`src/rtl/framebuffer_reader.sv`:
```
// Display-side reader: fetches framebuffer lines from SPRAM into ping-pong line buffers
// and serves registered pixels to the scanner. Optional FB_BORDER_EN colours out-of-image pixels.
module framebuffer_reader #(
    parameter int          W            = 160,
    parameter int          H            = 120,
    parameter logic [11:0] BORDER_COLOR = 12'h000
) (
    input  logic        clk,
    input  logic        rst_n,
    input  logic        enable,
    input  logic        start,
    input  logic        line_req,
    input  logic [9:0]  line_y,
    input  logic [9:0]  x_addr,
    input  logic [9:0]  y_addr,
    output logic [11:0] pixel_data,
    output logic        frame_ready,
    output logic        busy,
    output logic        underrun,
    output logic        spram_rd_req,
    input  logic        spram_rd_gnt,
    output logic [14:0] spram_addr,
    input  logic [11:0] spram_rd_data
);

    localparam int XW = (W > 1) ? $clog2(W) : 1;
    localparam int CW = $clog2(W + 1);
    localparam logic [CW-1:0] C_END  = CW'(W);
    localparam logic [XW-1:0] X_LAST = XW'(W - 1);
    localparam logic [9:0]    X_LIM  = 10'(W);
    localparam logic [9:0]    Y_LIM  = 10'(H);
    localparam logic [10:0]   L_LIM  = 11'(H);
    localparam logic [14:0]   W15    = 15'(W);

`ifdef FB_BORDER_EN
    localparam bit BORDER_EN = 1'b1;
`else
    localparam bit BORDER_EN = 1'b0;
`endif
    localparam logic [11:0] OOR_PIX = BORDER_EN ? BORDER_COLOR : 12'h000;

    typedef enum logic [1:0] {IDLE, PRELOAD, READY, FETCH} state_t;

    state_t          state_q, state_d;
    logic [CW-1:0]   c_q;
    logic [14:0]     base_q;
    logic            wr_sel_q;
    logic            cap_vld_q;
    logic [XW-1:0]   cap_col_q;
    logic [11:0]     line_buf [2][W];

    logic [10:0]     ly1;
    logic [14:0]     ly1_w;
    logic            line_ok;
    logic            restart;
    logic            enter_fetch;
    logic            accept;
    logic            wr_en;
    logic            last_cap;
    logic            in_img;

    assign ly1         = {1'b0, line_y} + 11'd1;
    assign ly1_w       = 15'(ly1);
    assign line_ok     = (ly1 < L_LIM);
    assign restart     = enable && start && (state_q != PRELOAD);
    assign enter_fetch = enable && (state_q == READY) && !start && line_req && line_ok;
    assign accept      = spram_rd_req && spram_rd_gnt;
    // Return data belonging to an aborted fetch must never land in a buffer.
    assign wr_en       = cap_vld_q && enable && !restart;
    assign last_cap    = wr_en && (cap_col_q == X_LAST);
    assign spram_addr  = base_q + 15'(c_q);
    assign in_img      = (x_addr < X_LIM) && (y_addr < Y_LIM);

    always_ff @(posedge clk or negedge rst_n) begin
        if (!rst_n) state_q <= IDLE;
        else        state_q <= state_d;
    end

    always_comb begin
        state_d = state_q;
        if (!enable) begin
            state_d = IDLE;
        end else begin
            case (state_q)
                IDLE:    if (start) state_d = PRELOAD;
                PRELOAD: if (last_cap) state_d = READY;
                READY: begin
                    if (start)                    state_d = PRELOAD;
                    else if (line_req && line_ok) state_d = FETCH;
                end
                FETCH: begin
                    if (start)         state_d = PRELOAD;
                    else if (last_cap) state_d = READY;
                end
                default: state_d = IDLE;
            endcase
        end
    end

    always_comb begin
        busy         = 1'b0;
        spram_rd_req = 1'b0;
        case (state_q)
            PRELOAD, FETCH: begin
                busy         = 1'b1;
                spram_rd_req = (c_q < C_END);
            end
            default: ;
        endcase
    end

    // Issue counter, capture pipeline and frame status.
    always_ff @(posedge clk or negedge rst_n) begin
        if (!rst_n) begin
            c_q         <= '0;
            base_q      <= '0;
            wr_sel_q    <= 1'b0;
            cap_vld_q   <= 1'b0;
            cap_col_q   <= '0;
            frame_ready <= 1'b0;
            underrun    <= 1'b0;
        end else begin
            underrun <= enable && line_req && busy;
            if (!enable) begin
                c_q         <= '0;
                cap_vld_q   <= 1'b0;
                frame_ready <= 1'b0;
            end else if (restart) begin
                c_q         <= '0;
                base_q      <= '0;
                wr_sel_q    <= 1'b0;
                cap_vld_q   <= 1'b0;
                frame_ready <= 1'b0;
            end else if (enter_fetch) begin
                c_q       <= '0;
                base_q    <= ly1_w * W15;
                wr_sel_q  <= ly1[0];
                cap_vld_q <= 1'b0;
            end else begin
                cap_vld_q <= accept;
                cap_col_q <= c_q[XW-1:0];
                if (accept) c_q <= c_q + CW'(1);
                if ((state_q == PRELOAD) && last_cap) frame_ready <= 1'b1;
            end
        end
    end

    always_ff @(posedge clk) begin
        if (wr_en) line_buf[wr_sel_q][cap_col_q] <= spram_rd_data;
    end

    always_ff @(posedge clk or negedge rst_n) begin
        if (!rst_n) begin
            pixel_data <= 12'h000;
        end else if (enable && frame_ready) begin
            pixel_data <= in_img ? line_buf[y_addr[0]][x_addr[XW-1:0]] : OOR_PIX;
        end else begin
            pixel_data <= 12'h000;
        end
    end

endmodule

```
`config.mk`:
```
export PLATFORM = sky130hd
export DESIGN_NAME = framebuffer_reader
export DESIGN_NICKNAME = d
export VERILOG_FILES = /design/src/rtl/framebuffer_reader.sv
export SDC_FILE = /design/constraint.sdc
export NUM_CORES = 2
export LEC_CHECK = 0
export BUFFER_PORTS_ARGS = -buffer_cell sky130_fd_sc_hd__buf_2
export CAP_MARGIN = 20
export CORE_MARGIN = 2
export CORE_UTILIZATION = 35
export DETAILED_ROUTE_END_ITERATION = 12
export SLEW_MARGIN = 20
export SYNTH_ARGS = -nofsm -noshare
export SYNTH_HDL_FRONTEND = slang
export SYNTH_SLANG_ARGS = --single-unit
```
`constraint.sdc`:
```
create_clock -name clk -period 8.1 [get_ports clk]
set_input_delay 0.81 -clock clk [delete_from_list [all_inputs] [get_ports clk]]
set_output_delay 0.81 -clock clk [all_outputs]
set_load 0.05 [all_outputs]
```
After elaboration in Yosys (flattened, before gate mapping)
Memories as Yosys holds them, arrays and structs flattened.
Cells that the tools add are included.
{"block": "word_totals", "register_bits": 49, "inputBits": 48, "ramBits": 3840, "memories": 1}
{"block": "classes", "mul": 1, "n_bitwise": 4, "n_reduce_logical": 26, "muxes": 33, "n_addsub": 3, "eq_ne": 10, "n_lt_le_gt_ge": 7}
{"name": "line_buf", "words": 2, "width": 1920, "rd": 1, "rd_clocked_by_memory_dff": 0, "wr": 1, "line_no": "50", "text": "logic [11:0] line_buf [2][W];"}
{"op": "two-way mux 1920 bit", "count": 1}
{"op": "binary-select mux 12 bit (select 8 bit)", "count": 1}
{"op": "demux 12 bit (select 8 bit)", "count": 1}
{"op": "two-way mux 12 bit", "count": 5}
{"op": "two-way mux 8 bit", "count": 4}
{"op": "two-way mux 15 bit", "count": 2}
{"op": ">= comparator 9 bit, second input constant", "count": 2}
{"op": "inverter 8 -> 9 bit", "count": 2}
{"op": "logical AND 1 bit", "count": 17}
{"op": "adder 15 x 8 -> 15 bit", "count": 1}
{"op": "two-way mux 1 bit", "count": 12}
{"op": "two-way mux 2 bit", "count": 6}
{"op": "adder 10 x 1 -> 11 bit, second input constant", "count": 1}
{"op": "less-than comparator 11 x 7 -> 1 bit, second input constant", "count": 1}
{"op": "multiplier 11 x 3 -> 10 bit, second input constant", "count": 1}
{"op": "less-than comparator 10 x 7 -> 1 bit, second input constant", "count": 1}
{"op": "less-than comparator 10 x 8 -> 1 bit, second input constant", "count": 1}
{"op": "less-than comparator 9 x 1 -> 1 bit, second input constant", "count": 1}
{"op": "adder 8 x 1 -> 8 bit, second input constant", "count": 1}
{"op": "== test 8 bit, second input constant", "count": 1}
{"op": "less-than comparator 8 bit, second input constant", "count": 1}
{"op": "one-hot mux 2 bit (4 select lines)", "count": 1}
{"op": "!= test 3 bit, second input constant", "count": 2}
{"op": "AND reduction 2 bit", "count": 3}
{"op": "12 further kinds", "count": 15}

Depth between registers and ports, before layout
{"block": "depth", "word_depth": 10, "depth_mapped": 14, "depth_no_buf": 12}

Worst setup path after synthesis
OpenSTA, ideal clock, no wires.
{"block": "synth_timing", "path_kind": "input -> register", "startpoint": "input port y_addr[0]", "endpoint": "register pixel_data[8]", "path_stages": 9, "t_arrival_ps": 3214, "path_slack_ps": 4760, "path_cell_list": "buf_6 > buf_2 > buf_6 > buf_2 > mux4_2 > mux4_2 > mux2i_1 > nand2_1 > a311o_1"}
{"block": "synth_between", "elab_chain_len": 6}
{"item": "start: declaration", "line_no": "15", "text": "input logic [9:0] y_addr,"}
{"item": "memory read (2 x 1920 bit)"}
{"item": "binary-select mux 12 bit (select 8 bit)", "line_no": "156", "text": "pixel_data <= in_img ? line_buf[y_addr[0]][x_addr[XW-1:0]] : OOR_PIX;"}
{"item": "two-way mux 12 bit (implied by the code) (2 in a row)", "line_no": "156"}
{"item": "two-way mux 12 bit *", "line_no": "156"}
{"item": "two-way mux 12 bit *", "line_no": "155", "text": "end else if (enable && frame_ready) begin"}
{"item": "end signal: assignment", "line_no": "156"}
{"item": "end: declaration", "line_no": "16", "text": "output logic [11:0] pixel_data,"}
Every way passes the cells marked *; elsewhere a longest branch is shown, timed or not. The select of a mux whose other input is x is not followed.
A chain may end at the register's enable or synchronous reset.

Final worst setup path
{"block": "layout_timing", "startpoint": "register state_q[1]", "endpoint": "memory line_buf[0][1812] (netlist name) (enable)"}
{"block": "layout_between", "elab_chain_len": 6}
{"item": "start: declaration", "line_no": "44", "text": "state_t state_q, state_d;"}
{"item": "start signal: assignment", "line_no": "76", "text": "else state_q <= state_d;"}
{"item": "!= test 2 x 1 -> 1 bit", "line_no": "65", "text": "assign restart = enable && start && (state_q != PRELOAD);"}
{"item": "logical AND 1 bit", "line_no": "65"}
{"item": "logical NOT 1 bit", "line_no": "69", "text": "assign wr_en = cap_vld_q && enable && !restart;"}
{"item": "logical AND 1 bit", "line_no": "69"}
{"item": "two-way mux 1 bit", "line_no": "149", "text": "if (wr_en) line_buf[wr_sel_q][cap_col_q] <= spram_rd_data;"}
{"item": "two-way mux 1920 bit (implied by the code)", "line_no": "149"}
{"item": "end: declaration", "line_no": "50"}
No other way between the ends.

==> results.py <==
metrics = {
    "power": {
        "p_total_uw": 42340,
        "p_leak_uw": 0.05401,
        "p_per_area_nw_per_um2": 244.6,
        "ir_worst_vdd_uv": 208.6,
    },
    "clock_tree": {
        "cts_buffers": 398,
        "cts_tree": "yes",
        "cts_setup_buffers": 0,
        "clockBufferDepth": 4,
        "cts_root_buf": "clkbuf_16",
        "clkTransAtPathRegs_ns": 0.05,
        "cts.sinks": 3883,
        "clk_latency_ns": 0.98,
        "ctsResizeCount": 0,
        "h-tree-depth": 5,
        "postCtsHoldBufs": 1,
    },
    "drt": {
        "vias_per_cell": 5.599,
        "wirelength_mm": 421.5,
        "drtPass1Iterations": 5,
        "first_iter_violations": 10649,
        "drc_errors": 0,
        "wl_per_cell_um": 31.57,
        "drtAntennaViolNets": 0,
        "vias": 74748,
    },
    "worst_setup_path": {
        "endpoint_kind": "register",
        "slowest_delay_ns": 0.81,
        "crit_arrival_ns": 5.49,
        "cp_data_required_time_ns": 8.74,
        "critical_path.slowest_cell": "nand2_2",
        "crit_top_cell": "buf_4",
        "cp.buffers_inverters": 2,
        "rr_worst_depth": 8,
        "critical-path-top-delay-family": "simple AND/OR/NAND/NOR gates",
        "crit_path_start_kind": "register",
        "cp_max_fo": 13,
        "crit_cells": 8,
        "critical_path_class": "register to register",
        "path_cells": "nand2b_1 -> a21boi_0 -> nand2_1 -> nor3_1 -> nand2_2 -> buf_4 -> nor2_1 -> buf_4",
    },
    "min_path": {
        "whs_path_depth": 2,
        "min_path_type": "primary input to register",
    },
    "timing": {
        "clock_skew_ns": 0.05166,
        "setup_viol": 0,
        "hold_violations": 0,
        "timing.fmax_ghz": 0.2061,
        "period_share_pct": 59.91,
        "slew_viol_final": 0,
        "period_needed_ns": 4.853,
        "relSlewSlack_pct": 10.13,
        "fin_setup_tns_ns": 0,
        "worst_pin_slew_ns": 1.348,
        "rsz0062_at_grt": "false",
    },
    "yosys": {
        "synth.distinct_cells": 75,
        "netlist.area_leader.share_pct": 76.51,
        "seq_area_frac_synth_pct": 77.22,
        "syn_area_per_cell_um2": 22.17,
        "netlist_top_cells_area": "edfxtp_1 77%, mux4_2 15%, mux2i_1 1.1%",
        "synth_top_area_cell": "edfxtp_1",
        "synth_cells": 6798,
        "ys_warn_count": 0,
        "synth_flop_cell": "edfxtp_1",
        "netlist_area_um2": 150700,
        "synth_common_cells": "3840 x edfxtp_1, 1031 x mux4_2, 394 x nor2_1",
        "synth_edf_count": 3840,
        "async_flop_share_pct": 1.107,
        "synth_seq_cells": 3883,
        "syn_nets": 6863,
        "synth.most_common_cell": "edfxtp_1",
    },
    "grt": {
        "antenna_found_initial": 36,
        "grt_first_pass_wirelength_mm": 588.2,
        "grt_max_degree": 185,
        "grtUsageTotal_pct": 19.01,
        "grt_pass1_vias": 74098,
        "grt-ovfl-total": 0,
    },
    "status": {
        "status": "complete, no violations",
    },
    "die": {
        "placementRows": 240,
        "io_pins": 79,
        "core-area_um2": 427900,
        "dieWidth_um": 660.2,
        "die_area_um2": 435900,
        "start_util_pct": 35.22,
        "fp.dieH_um": 660.2,
    },
    "placement": {
        "dp_hpwl_mm": 255.7,
        "gp_congestion": 0.8787,
        "io_buffer_count": 76,
    },
    "cells_and_area": {
        "area_growth_pct": 14.86,
        "layout-drive-gt1-share_pct": 29.06,
        "nets": 7391,
    },
    "run": {
        "max_cap_viol_count": 0,
    },
}
placed cells by master, fill, tap and decap left out, types with 23 or more instances in the layout:
| cell | synthesis | layout |
|---|---|---|
| edfxtp_1 | 3840 | 3840 |
| mux4_2 | 1031 | 1031 |
| buf_4 | 45 | 424 |
| clkbuf_16 | 0 | 403 |
| nor2_1 | 394 | 347 |
| nand2_1 | 223 | 210 |
| mux2i_1 | 164 | 164 |
| clkinv_1 | 0 | 88 |
| clkbuf_1 | 138 | 84 |
| a21oi_1 | 66 | 66 |
| clkinv_2 | 0 | 62 |
| buf_2 | 142 | 57 |
| nor2_2 | 0 | 46 |
| o22ai_1 | 44 | 44 |
| dfrtp_1 | 43 | 43 |
| bufinv_16 | 0 | 40 |
| a22oi_1 | 38 | 38 |
| o21ai_0 | 37 | 37 |
| nand3_1 | 40 | 36 |
| a211oi_1 | 36 | 34 |
| nor3_1 | 35 | 33 |
| nor2b_1 | 36 | 31 |
| a31oi_1 | 25 | 25 |
| mux2_2 | 23 | 23 |
| o221ai_1 | 23 | 23 |
| buf_12 | 1 | 23 |
cell families after synthesis:
logic type | count (synthesis) | synth area share (%)
and+or+nand+nor | 843 | 2.457
muxes | 1218 | 16.67
AOI/OAI and AO/OA | 391 | 1.819
DFF | 3883 | 77.22
adders and majority gates | 17 | 0.1511
xor gates and xnor gates | 31 | 0.1801
buffers and inverters | 415 | 1.503
worst paths after layout:
path | end | from | slack [ns]
min in group asynchronous | base_q[10] | rst_n | 0.50
worst max-delay path | line_buf[0][1812] | state_q[1] | 3.25
max in group asynchronous | pixel_data[3] | rst_n | 6.94
worst min register to register | base_q[6] | base_q[6] | 0.54
worst min-delay path | underrun | line_req | 0.14
worst max register to register | line_buf[0][1812] | state_q[1] | 3.25
where the power goes:
group          switching (uW)  leakage [uW]  internal (uW)
Clock                    7750       0.00627          10500
Sequential               2.24        0.0351          22100
Combinational            1340        0.0126            684
Total                    9090        0.0540          33200
sequential cells by signal, summed over array words and instances, names as in the netlist:
name and count:
cap_col_q 8, pixel_data 12, c_q 8, base_q 10
line_buf 3840, frame_ready 1, underrun 1, state_q 2
cap_vld_q 1
cell type report:
| type | count | area, um2 |
|---|---|---|
| Multi-Input combinational cell | 2500 | 32320 |
| Tap cell | 5687 | 7116 |
| Clock inverter | 230 | 2371 |
| Antenna cell | 13 | 32.53 |
| Sequential cell | 3883 | 116400 |
| Timing Repair Buffer | 528 | 4314 |
| Clock buffer | 494 | 10500 |
| Inverter | 15 | 73.82 |
| Fill cell | 37234 | 254800 |
per-layer routing:
layer / vias up / wire [um] / GRT usage [%]
li1: 29765 / - / -
met1: 40648 / 166600 / 26.14
met2: 3689 / 201400 / 30.57
met3: 636 / 38450 / 3.605
met4: 10 / 15050 / 6.192
met5: - / 57 / 0
stage by stage:
step / hold WS, ns / worst slack [ns] / instance area, um2 / utilization, % / cells
after detailed placement: 0.5222 / 2.889 / 160100 / 37.41 / 12608
final: 0.1365 / 3.247 / 173100 / 40.45 / 13350
after CTS: 0.07607 / 3.346 / 172900 / 40.41 / 13333
after global routing: 0.1183 / 3.020 / 173100 / 40.45 / 13342
after floorplan: 0.4774 / 4.760 / 150700 / - / 6798
after global placement: 0.5006 / 2.835 / 160000 / 37.38 / 12606
No activity file was read; power rests on OpenSTA's default activity.
